### src/rtl/register_bank_sb.sv
// Parametrised register bank with async reset, optional zero r0,
// write-to-read bypass and a per-register pending scoreboard.
module register_bank_sb #(
    parameter int WIDTH   = 8,
    parameter int DEPTH   = 8,
    parameter int ZERO_R0 = 0,
    parameter int BYPASS  = 1,
    localparam int AW     = $clog2(DEPTH)
) (
    input  logic             clk,
    input  logic             rst_n,
    input  logic [AW-1:0]    ri_a,
    input  logic [AW-1:0]    ri_b,
    output logic [WIDTH-1:0] a,
    output logic [WIDTH-1:0] b,
    input  logic             rw,
    input  logic [AW-1:0]    ri_d,
    input  logic [WIDTH-1:0] d,
    input  logic             pv,
    input  logic [AW-1:0]    ri_p,
    output logic             busy_a,
    output logic             busy_b,
    output logic [AW:0]      pend_cnt
);

    logic [WIDTH-1:0] mem_q [DEPTH];
    logic [DEPTH-1:0] p_q, p_d;
    logic [AW:0]      cnt_q, cnt_d;
    logic             wr_en, iss_en;
    logic             zero_a, zero_b;

    assign wr_en  = rw && !(ZERO_R0 != 0 && ri_d == '0);
    assign iss_en = pv && !(ZERO_R0 != 0 && ri_p == '0);
    assign zero_a = (ZERO_R0 != 0) && (ri_a == '0);
    assign zero_b = (ZERO_R0 != 0) && (ri_b == '0);

    always_ff @(posedge clk or negedge rst_n) begin
        if (!rst_n) begin
            for (int i = 0; i < DEPTH; i++) mem_q[i] <= '0;
        end else if (wr_en) begin
            mem_q[ri_d] <= d;
        end
    end

    // Issue is applied after retire so a same-index pair leaves p set.
    always_comb begin
        p_d = p_q;
        if (wr_en)  p_d[ri_d] = 1'b0;
        if (iss_en) p_d[ri_p] = 1'b1;
        cnt_d = '0;
        for (int i = 0; i < DEPTH; i++) begin
            cnt_d = cnt_d + (AW+1)'(p_d[i]);
        end
    end

    always_ff @(posedge clk or negedge rst_n) begin
        if (!rst_n) begin
            p_q   <= '0;
            cnt_q <= '0;
        end else begin
            p_q   <= p_d;
            cnt_q <= cnt_d;
        end
    end

    always_comb begin
        a = '0;
        if (rst_n && !zero_a) begin
            if (BYPASS != 0 && wr_en && ri_a == ri_d) a = d;
            else                                     a = mem_q[ri_a];
        end
    end

    always_comb begin
        b = '0;
        if (rst_n && !zero_b) begin
            if (BYPASS != 0 && wr_en && ri_b == ri_d) b = d;
            else                                     b = mem_q[ri_b];
        end
    end

    assign busy_a   = p_q[ri_a];
    assign busy_b   = p_q[ri_b];
    assign pend_cnt = cnt_q;

endmodule

### config.mk
export PLATFORM = sky130hd
export DESIGN_NAME = register_bank_sb
export DESIGN_NICKNAME = d
export VERILOG_FILES = /design/src/rtl/register_bank_sb.sv
export SDC_FILE = /design/constraint.sdc
export NUM_CORES = 1
export LEC_CHECK = 0
export ABC_AREA = 1
export CAP_MARGIN = 30
export CORE_ASPECT_RATIO = 1.25
export CORE_MARGIN = 10
export CORE_UTILIZATION = 30
export CTS_CLUSTER_DIAMETER = 60
export DETAILED_ROUTE_END_ITERATION = 6
export PLACE_DENSITY = 0.49
export SLEW_MARGIN = 20
export SYNTH_ARGS = -nofsm -noshare
export SYNTH_HDL_FRONTEND = slang
export SYNTH_SLANG_ARGS = --single-unit
### constraint.sdc
create_clock -name clk -period 2.98 [get_ports clk]
set_input_delay 0.596 -clock clk [delete_from_list [all_inputs] [get_ports clk]]
set_output_delay 0.596 -clock clk [all_outputs]
set_load 0.005 [all_outputs]
==> results of run 1 <==
## per-stage QoR
step / utilization / TNS, ns / setup WS (ns)
4_1_cts: 0.4228 / -0.2982 / -0.1850
3_5_place_dp: 0.3810 / -8.586 / -1.013
6_report: 0.4230 / -0.3287 / -0.1903
2_1_floorplan: - / -0.7787 / -0.4080
5_1_grt: 0.4230 / -0.4970 / -0.2716
3_3_place_gp: 0.3810 / -7.984 / -0.9510
## sequential cells by signal, summed over array words and instances (netlist names)
name,count
p_q,8
pend_cnt,4
mem_q,64
## power breakdown
part | internal, W | total (W) | switching [W]
clock | 0.000734 | 0.00118 | 0.000447
combinational | 0.000598 | 0.00126 | 0.000660
sequential | 0.00125 | 0.00141 | 0.000159
total | 0.00258 | 0.00385 | 0.00127
## synthesized netlist by cell type (3+ instances only)
master,n
o22ai_1,5
buf_6,3
o21ai_1,49
nor2_1,66
o211ai_1,4
buf_1,3
inv_1,19
fa_1,4
o21ai_0,14
buf_2,21
nand2_2,3
ha_1,3
nor2_4,4
a21oi_1,12
buf_4,4
clkinv_1,8
clkbuf_1,5
inv_2,14
dfrtp_1,76
nand3_1,103
nand2_1,261
## final timing paths
check	to	depth (start not counted)
setup / recovery	pend_cnt[1]	16
hold / removal	mem_q[25]	1
setup reg to reg	pend_cnt[1]	11
hold reg to reg	mem_q[41]	2
max in group asynchronous	mem_q[50]	2
min in group clk	mem_q[41]	2
## layer usage
metal	share of wire	vias to the layer above
li1	-	2471
met1	0.42	2387
met2	0.50	152
met3	0.047	43
met4	0.033	0
met5	0	-
## layout make-up
type                       instances  area share
multi-input combinational        534      0.3921
sequential                        76      0.2911
timing repair buffer             153      0.2040
tap                              212     0.04061
clock buffer                      10     0.03505
inverter                          41     0.02356
clock inverter                     6     0.01360
## logic make-up (layout without fill, tap and decap cells)
group,count (synthesis),count (layout),synth area share
AO/OA/AOI/OAI,86,86,0.09647
AND/OR/NAND/NOR,440,440,0.3950
flip-flops,76,76,0.4062
adder cells (fa/ha/maj),7,7,0.02512
XOR/XNOR,1,1,0.001871
buffers and inverters,77,210,0.07536
## what timing repair did
item | in CTS | in global routing
endpoints found under the setup margin | 21 | 14
resized for setup | 81 | 8
pin swaps | 11 | 5
cloned | 0 | 0
hold endpoints to repair | 0 | 0
setup buffers | 33 | 1
hold buffers | 0 | 0
==> summary.txt, run 1 <==
most common cell after layout, fill and taps aside = nand2_1
register area = 0.001902 mm^2
Die Y-Extent = 159.7 um
Power Total = 0.003847 W
P&R area growth vs syn = 39.52%
most frequent cells in the layout = nand2_1 (257), nand3_1 (101), buf_4 (97), dfrtp_1 (76), nor2_1 (56)
num rows = 51
Ports = 46
Arr. time, crit path = 3.41 ns
Most used DFF post-synth = dfrtp_1
gr busiest metal = met2
crit-path most repeated cell = inv_2
Hold Vio Cnt, Final = 0
DRT antenna net count = 0
die span in x = 131.7 um
number of synthesized register bits = 76
count of final setup violators = 2
Final Max Tran Viols = 0
critical path endpoint category = flop
CP max-delay cell = fa_1
GR met2 Demand/Resource = 0.2965
Leak = 3.204 nW
Distinct cells, synth = 25
drt total wl = 18.07 mm
max-cap viol count = 0
final worst slack = -0.1903 ns
worst-path cell chain = buf_8 -> nor2_4 -> inv_2 -> nor2_4 -> inv_2 -> nand2_2 -> o21ai_4 -> fa_1 -> fa_1 -> inv_2 -> fa_2 -> inv_2 -> ha_4 -> inv_2 -> fa_2 -> inv_1
failing checks = negative setup slack
post-synthesis cell count = 687
post-synthesis cell area = 0.004682 mm^2
syn avg cell area = 6.815 um^2
Initial Util = 0.3032
grt ovf = 0
Top delay family on crit path = adder cells
R2R Setup Slk = 0.03 ns
Buf+Inv Stages, Crit Path = 7
EDFF count, synth = 0
Hold Crit Class = in -> async
via/cell ratio = 4.896
Worst Skew = 0.001598 ns
Net count, final = 846
async set-reset flop share out of synthesis = 1.000
gpl congestion = 0.8466
DP Cell Count = 985
vias in the first global route = 5225
Slew @ Worst Pin = 0.5468 ns
CP Launch Point = ri_d[2]
DIE AREA = 0.02103 mm^2
Critical Path Max Stage Delay = 0.55 ns
TritonRoute pass-1 iters = 5
residual DRC count = 0
Crit Path Class = in -> reg
placed cell areas = 0.005883 mm^2
filler cell count = 1619
worst skew pair latency = 0.34 ns
first-pass GRT wire length = 28.80 mm
Synth area leaders = dfrtp_1 (41%), nand2_1 (21%), nand3_1 (11%)
multi-input gate area in the final layout = 0.002561 mm^2
Post-Synthesis Net Count = 718
area share of the largest cell type after synthesis = 0.4062
Design Area, Final = 0.006533 mm^2
largest net degree at the start of global routing = 33
DR iter-0 viols = 381
Final HPWL DP = 12.47 mm
GRT Total Usage = 0.1726
min cycle time layout = 3.170 ns
Seq/Total Area, Yosys = 0.4062
Yosys top cell by area = dfrtp_1
placeable core region = 0.01544 mm^2
Hold Slack = 0.1986 ns
Root Driver = clkbuf_16
clk slew on worst S/H paths = 0.06 ns
Ys Warns = 0
CTS tree = done
# diodes = 0
drt wl/cell = 17.51 um
I/O Buffers = 45
worst path required time = 3.22 ns
RSZ-0062 raised after global routing = true
Critical R2R Launch = p_q[0]
initial antenna violation count = 0
Peak VDD IR = 425.6 uV
via count = 5053
Worst setup SP type = input port
H-tree levels = 3
CP max FO = 3
met1 usage = 0.2034
PwrDens = 588.9 mW/mm^2
Longest Clk Path Bufs = 2
CTS Buf Count = 9
final cell count without fillers = 1032
layout cells sized above 1 = 0.2256
final critical-path share of the clock period = 1.064
GR Util met3 = 0.03013
max_slew headroom = 0.6316
CTS sink cnt = 76
outcome = finished with violations
Max Freq = 315.4 MHz
No activity file was read; power rests on OpenSTA's default activity.
==> inputs of run 2 (changes only) <==
Settings changed: CAP_MARGIN 30 to 20, SLEW_MARGIN 20 to not set.
==> results of run 2 <==
No change in the layout: final DEF, timing and power equal those of run 1.
==> patch 1: new RTL, config.mk and constraints of run 1 <==
Change the parameter `DEPTH` from 8 to 4.
--- a/src/rtl/register_bank_sb.sv
+++ b/src/rtl/register_bank_sb.sv
@@ -3,5 +3,5 @@
 module register_bank_sb #(
     parameter int WIDTH   = 8,
-    parameter int DEPTH   = 8,
+    parameter int DEPTH   = 4,
     parameter int ZERO_R0 = 0,
     parameter int BYPASS  = 1,
Interface: changed (5 resized); port bits go from 46 to 41. The function was not compared with the original's and may differ.
==> patch 1 against run 1 <==
  * Non-clock buffer count shrank 85
  * Synthesized area fell by 46%
  * Power fell by 58%
  * Largest power group unchanged
  * Critical endpoint is now a[4]
  * Global-route usage decreased by 2.6 points
  * Critical path type is now input port to primary output
  * Largest cell class unchanged
  * Setup slack better by 0.29 ns
  * Design area shrank 49%
  * Sequential power down 51%
  * Routed wire length shrank 52%
  * Sequential cell count is 37 lower
==> patch 1: results (changes against run 1) <==
Logic synthesis
The post-synth net total was 416 (was 718). The area fraction in compound gates after synthesis is 0.08825 (was 0.09647). Cell types occupying the most area after synthesis: dfrtp_1 39%, nand2_1 22%, o21ai_0 8.3%, inv_1 7.6%, nand3_1 6.7% (was dfrtp_1 41%, nand2_1 21%, nand3_1 11%, nor2_1 5.3%, o21ai_1 5.2%).

The register area share after synthesis is 0.3867 (was 0.4062). The average footprint of a synthesized cell came to 6.422 um^2 (was 6.815 um^2). The adder and majority cell fraction of the synthesized area came to 0.01785 (was 0.02512).

Top cells by count, synth: 150 x nand2_1, 51 x inv_1, 42 x o21ai_0 (was 261 x nand2_1, 103 x nand3_1, 76 x dfrtp_1). The number of instances in the synthesized netlist came to 393 (was 687).

Power
The worst IR drop on VDD is 0.0002024 V (was 0.0004256 V). The switching share of power is 0.3297 (was 0.3290). The part of the power in registers came to 0.432 (was 0.366). The final total power came to 0.001598 W (was 0.003847 W).

The total combinational power is 0.000512 W (was 0.00126 W). The static leakage power came to 1.794 nW (was 3.204 nW).

Timing
The measured slew at the worst slew-check pin is 0.6415 ns (was 0.5468 ns). The hold slack is 0.2770 ns (was 0.1986 ns). The minimum period implied by the final worst setup slack is 2.882 ns (was 3.170 ns).

Global routing
The global-route wire length before repair is 14250 um (was 28800 um). The global routing usage summed across all routing layers came to 0.1467 (was 0.1726). The number of global-route vias before repair is 2780 (was 5225). The maximum number of pins on one net before global-route repair is 56 (was 33).

Critical path
The start point of the critical path is rw (was ri_d[2]). The cell family contributing the most delay on the critical path is buffers and inverters (was adder cells). The number of cells on the worst reg-to-reg path is 5 (was 11). The worst reg2reg path startpoint was p_q[3] (was p_q[0]). The maximum net fanout on the critical path is 4 (was 3).

Place
The area of placed instances is 3194 um^2 (was 5883 um^2). The detailed placer's ending HPWL is 6627 um (was 12470 um). The placement-stage worst setup slack came to -0.1618 ns (was -1.013 ns).

The number of buffers inserted by port buffering is 40 (was 45). The final weighted congestion in routability-driven placement came to 0.8476 (was 0.8466).

Final layout
The number of non-clock buffers in the layout is 68 (was 153). The proportion of layout cells with a drive suffix above 1 is 0.1143 (was 0.2256). The number of flip-flops in the largest register is 32 (was 64). The clock buffer and inverter area fraction after layout is 0.03010 (was 0.04865). The total non-filler cell area in the finished layout came to 3326 um^2 (was 6533 um^2). The count of multi-input combinational gates is 283 (was 534). The multi-input combinational area share is 0.3849 (was 0.3921). The non-clock buffer contribution to total cell area is 0.1896 (was 0.2040). The number of non-clock inverters was 57 (was 41). The clock buffer instance count of the final layout is 8 (was 10).

CTS
The CTS root buffer is clkbuf_8 (was clkbuf_16). The number of gates given a new drive strength after cts is 4 (was 81). The insertion delay of the later-clocked pin in the worst-skew pair is 0.29 ns (was 0.34 ns). The number of sinks on the clock net is 39 (was 76). The clock buffer count from CTS is 5 (was 9). The number of levels in the clock H-tree is 2 (was 3).

Run status
Outcome: finished clean (was finished, violations left).
[patch 1: cell count changes after synthesis, sizes merged, moves of 3 or more]
cell	before	now
a21oi	12	0
o211ai	4	0
clkinv	8	3
nand2	266	154
buf	31	11
nor2	71	31
inv	33	54
dfrtp	76	39
fa	4	1
o22ai	5	2
nand3	103	35
nand4	0	16
o21ai	63	42
[patch 1: metal layers]
layer | share of wire | vias up | track usage | wire [um]
li1 | - | 1354 | - | -
met5 | 0 | - | 0 | 0
met3 | 0.039 | 17 | 0.02867 | 337
met4 | 0.029 | 0 | 0.05389 | 252
met1 | 0.40 | 1215 | 0.1636 | 3527
met2 | 0.53 | 58 | 0.2678 | 4617
[patch 1: cells by family (layout without fill, tap and decap cells)]
logic type / after synthesis / after routing
flip-flops: 39 / 39
AO/OA/AOI/OAI: 44 / 44
AND/OR/NAND/NOR: 236 / 236
adder cells (fa/ha/maj): 3 / 3
buffers and inverters: 71 / 133
==> patch 2: new RTL, config.mk and constraints of run 1 <==
Without the edit above. Make the reset (`rst_n`) synchronous in 2 clocked blocks. Comments in the files are not updated.
--- a/src/rtl/register_bank_sb.sv
+++ b/src/rtl/register_bank_sb.sv
@@ -35,5 +35,5 @@
     assign zero_b = (ZERO_R0 != 0) && (ri_b == '0);
 
-    always_ff @(posedge clk or negedge rst_n) begin
+    always_ff @(posedge clk) begin
         if (!rst_n) begin
             for (int i = 0; i < DEPTH; i++) mem_q[i] <= '0;
@@ -54,5 +54,5 @@
     end
 
-    always_ff @(posedge clk or negedge rst_n) begin
+    always_ff @(posedge clk) begin
         if (!rst_n) begin
             p_q   <= '0;
Check against the original RTL: differs if rst_n is asserted again (counterexample within 4 cycles, from zero or initial values and one cycle with rst_n low); with rst_n held inactive, the same outputs for 4 cycles.
==> patch 2 against run 1 <==
  * The flow still finishes with violations (setup timing)
  * Sequential cell count unchanged
  * Setup slack got worse by 0.012 ns
  * Synthesized cell count decreased by 6.7%
  * Critical endpoint is now pend_cnt[2]
  * Routed wire length decreased by 8.1%
  * Count of clock-buffer cells in the layout decreased by 1
  * First-iteration DRC count decreased by 13%
  * Global-route usage decreased by 1.4 points
  * Design area decreased by 2.9%
  * Hold slack improved by 0.33 ns
  * Synthesized area decreased by 0.11%
Power is not compared: it rests on default switching activity, and its combinational part moved more than twofold at a synthesized area within 25%.
==> patch 2: results (changes against run 1) <==
Run status
Outcome: finished, violations left (unchanged). Failing checks: setup timing (unchanged).

Place
The area of placed instances is 5948 um^2 (was 5883 um^2). The number of placed instances with taps included is 943 (was 985). The final weighted congestion in routability-driven placement is 0.8854 (was 0.8466).

Critical path
The terminus of the critical flop-to-flop path is pend_cnt[2] (was pend_cnt[1]). The start point of the critical path is ri_d[0] (was ri_d[2]). The worst reg2reg path startpoint was p_q[0] (unchanged). The number of cells on the worst reg-to-reg path is 12 (was 11).

Logic synthesis
Cell types occupying the most area after synthesis: edfxtp_1 41%, nand2_1 17%, nand3_1 12%, nor2_1 9.4%, dfxtp_1 5.1% (was dfrtp_1 41%, nand2_1 21%, nand3_1 11%, nor2_1 5.3%, o21ai_1 5.2%). The area fraction in compound gates after synthesis is 0.03291 (was 0.09647). The count of flip-flops with a built-in enable after synthesis is 64 (was 0). The register area share after synthesis is 0.4623 (was 0.4062). The post-synth net total is 672 (was 718).

Detailed routing
The starting DRC count in detailed routing is 330 (was 381). The detailed-route via count is 4742 (was 5053). The detailed-route wire length per cell came to 17.16 um (was 17.51 um).

CTS
The number of gates given a new drive strength after cts is 41 (was 81). The post-CTS setup buffer count came to 7 (was 33).

Global routing
The number of global-route vias before repair is 4944 (was 5225). The global-route wire length before repair is 26420 um (was 28800 um). The fraction of met3 tracks used by global routing came to 0.02932 (was 0.03013).

Final layout
The proportion of layout cells with a drive suffix above 1 is 0.1924 (was 0.2256). The count of nets after finishing is 785 (was 846). The number of non-filler instances in the completed layout is 967 (was 1032).

Hold path
The worst hold path class is register to register (was input port to async pin).

Timing
The final setup slack of the worst path is -0.2018 ns (was -0.1903 ns). The measured slew at the worst slew-check pin is 0.4203 ns (was 0.5468 ns). The hold slack is 0.5334 ns (was 0.1986 ns). The final setup violation count is 2 (unchanged).

The final clock skew was 0.005049 ns (was 0.001598 ns).
## patch 2: cell types whose count changed after synthesis, moves of 5 or more
cell / run 1 / this run
edfxtp_1: 0 / 64
dfrtp_1: 76 / 0
buf_2: 21 / 15
o21ai_1: 49 / 0
nand2_1: 261 / 216
inv_2: 14 / 7
nand3_1: 103 / 108
nor2_2: 0 / 9
nor2_1: 66 / 117
nand4_1: 0 / 5
o22ai_1: 5 / 0
dfxtp_1: 0 / 12
## patch 2: per-layer routing
metal	part of all wire	up-vias
li1	-	2315
met1	0.41	2222
met2	0.51	167
met3	0.047	38
met4	0.035	0
met5	0	-
## patch 2: cell type report
cell class,count,area [um^2],share of cell area
Tap cell,208,260.3,0.04103
Clock inverter,7,75.07,0.01184
Timing Repair Buffer,130,1185,0.1868
Multi-Input combinational cell,500,2291,0.3612
Clock buffer,9,225.2,0.03551
Inverter,37,143.9,0.02269
Sequential cell,76,2162,0.3409
## patch 2: power by group through the flow
stage | Combinational, W | Clock [W] | Sequential [W]
6_report | 0.000616 | 0.00111 | 0.00126
5_1_grt | 0.000684 | 0.00118 | 0.00126
4_1_cts | 0.000614 | 0.00112 | 0.00126
3_5_place_dp | 0.000610 | 0 | 0.00128
3_3_place_gp | 0.000604 | 0 | 0.00128
2_1_floorplan | 0.000319 | 0 | 0.00127
## patch 2: through the flow
step / setup slack, ns / utilization
after floorplan: -0.4462 / -
after global placement: -1.065 / 0.3929
after detailed placement: -1.093 / 0.3929
after CTS: -0.3676 / 0.4161
after global routing: -0.3227 / 0.4189
final: -0.2018 / 0.4189
## patch 2: worst min-delay path, stage by stage (launching register included)
cell     delay [ns]
dfxtp_1        0.33
nand2_1        0.09
a21oi_1        0.06
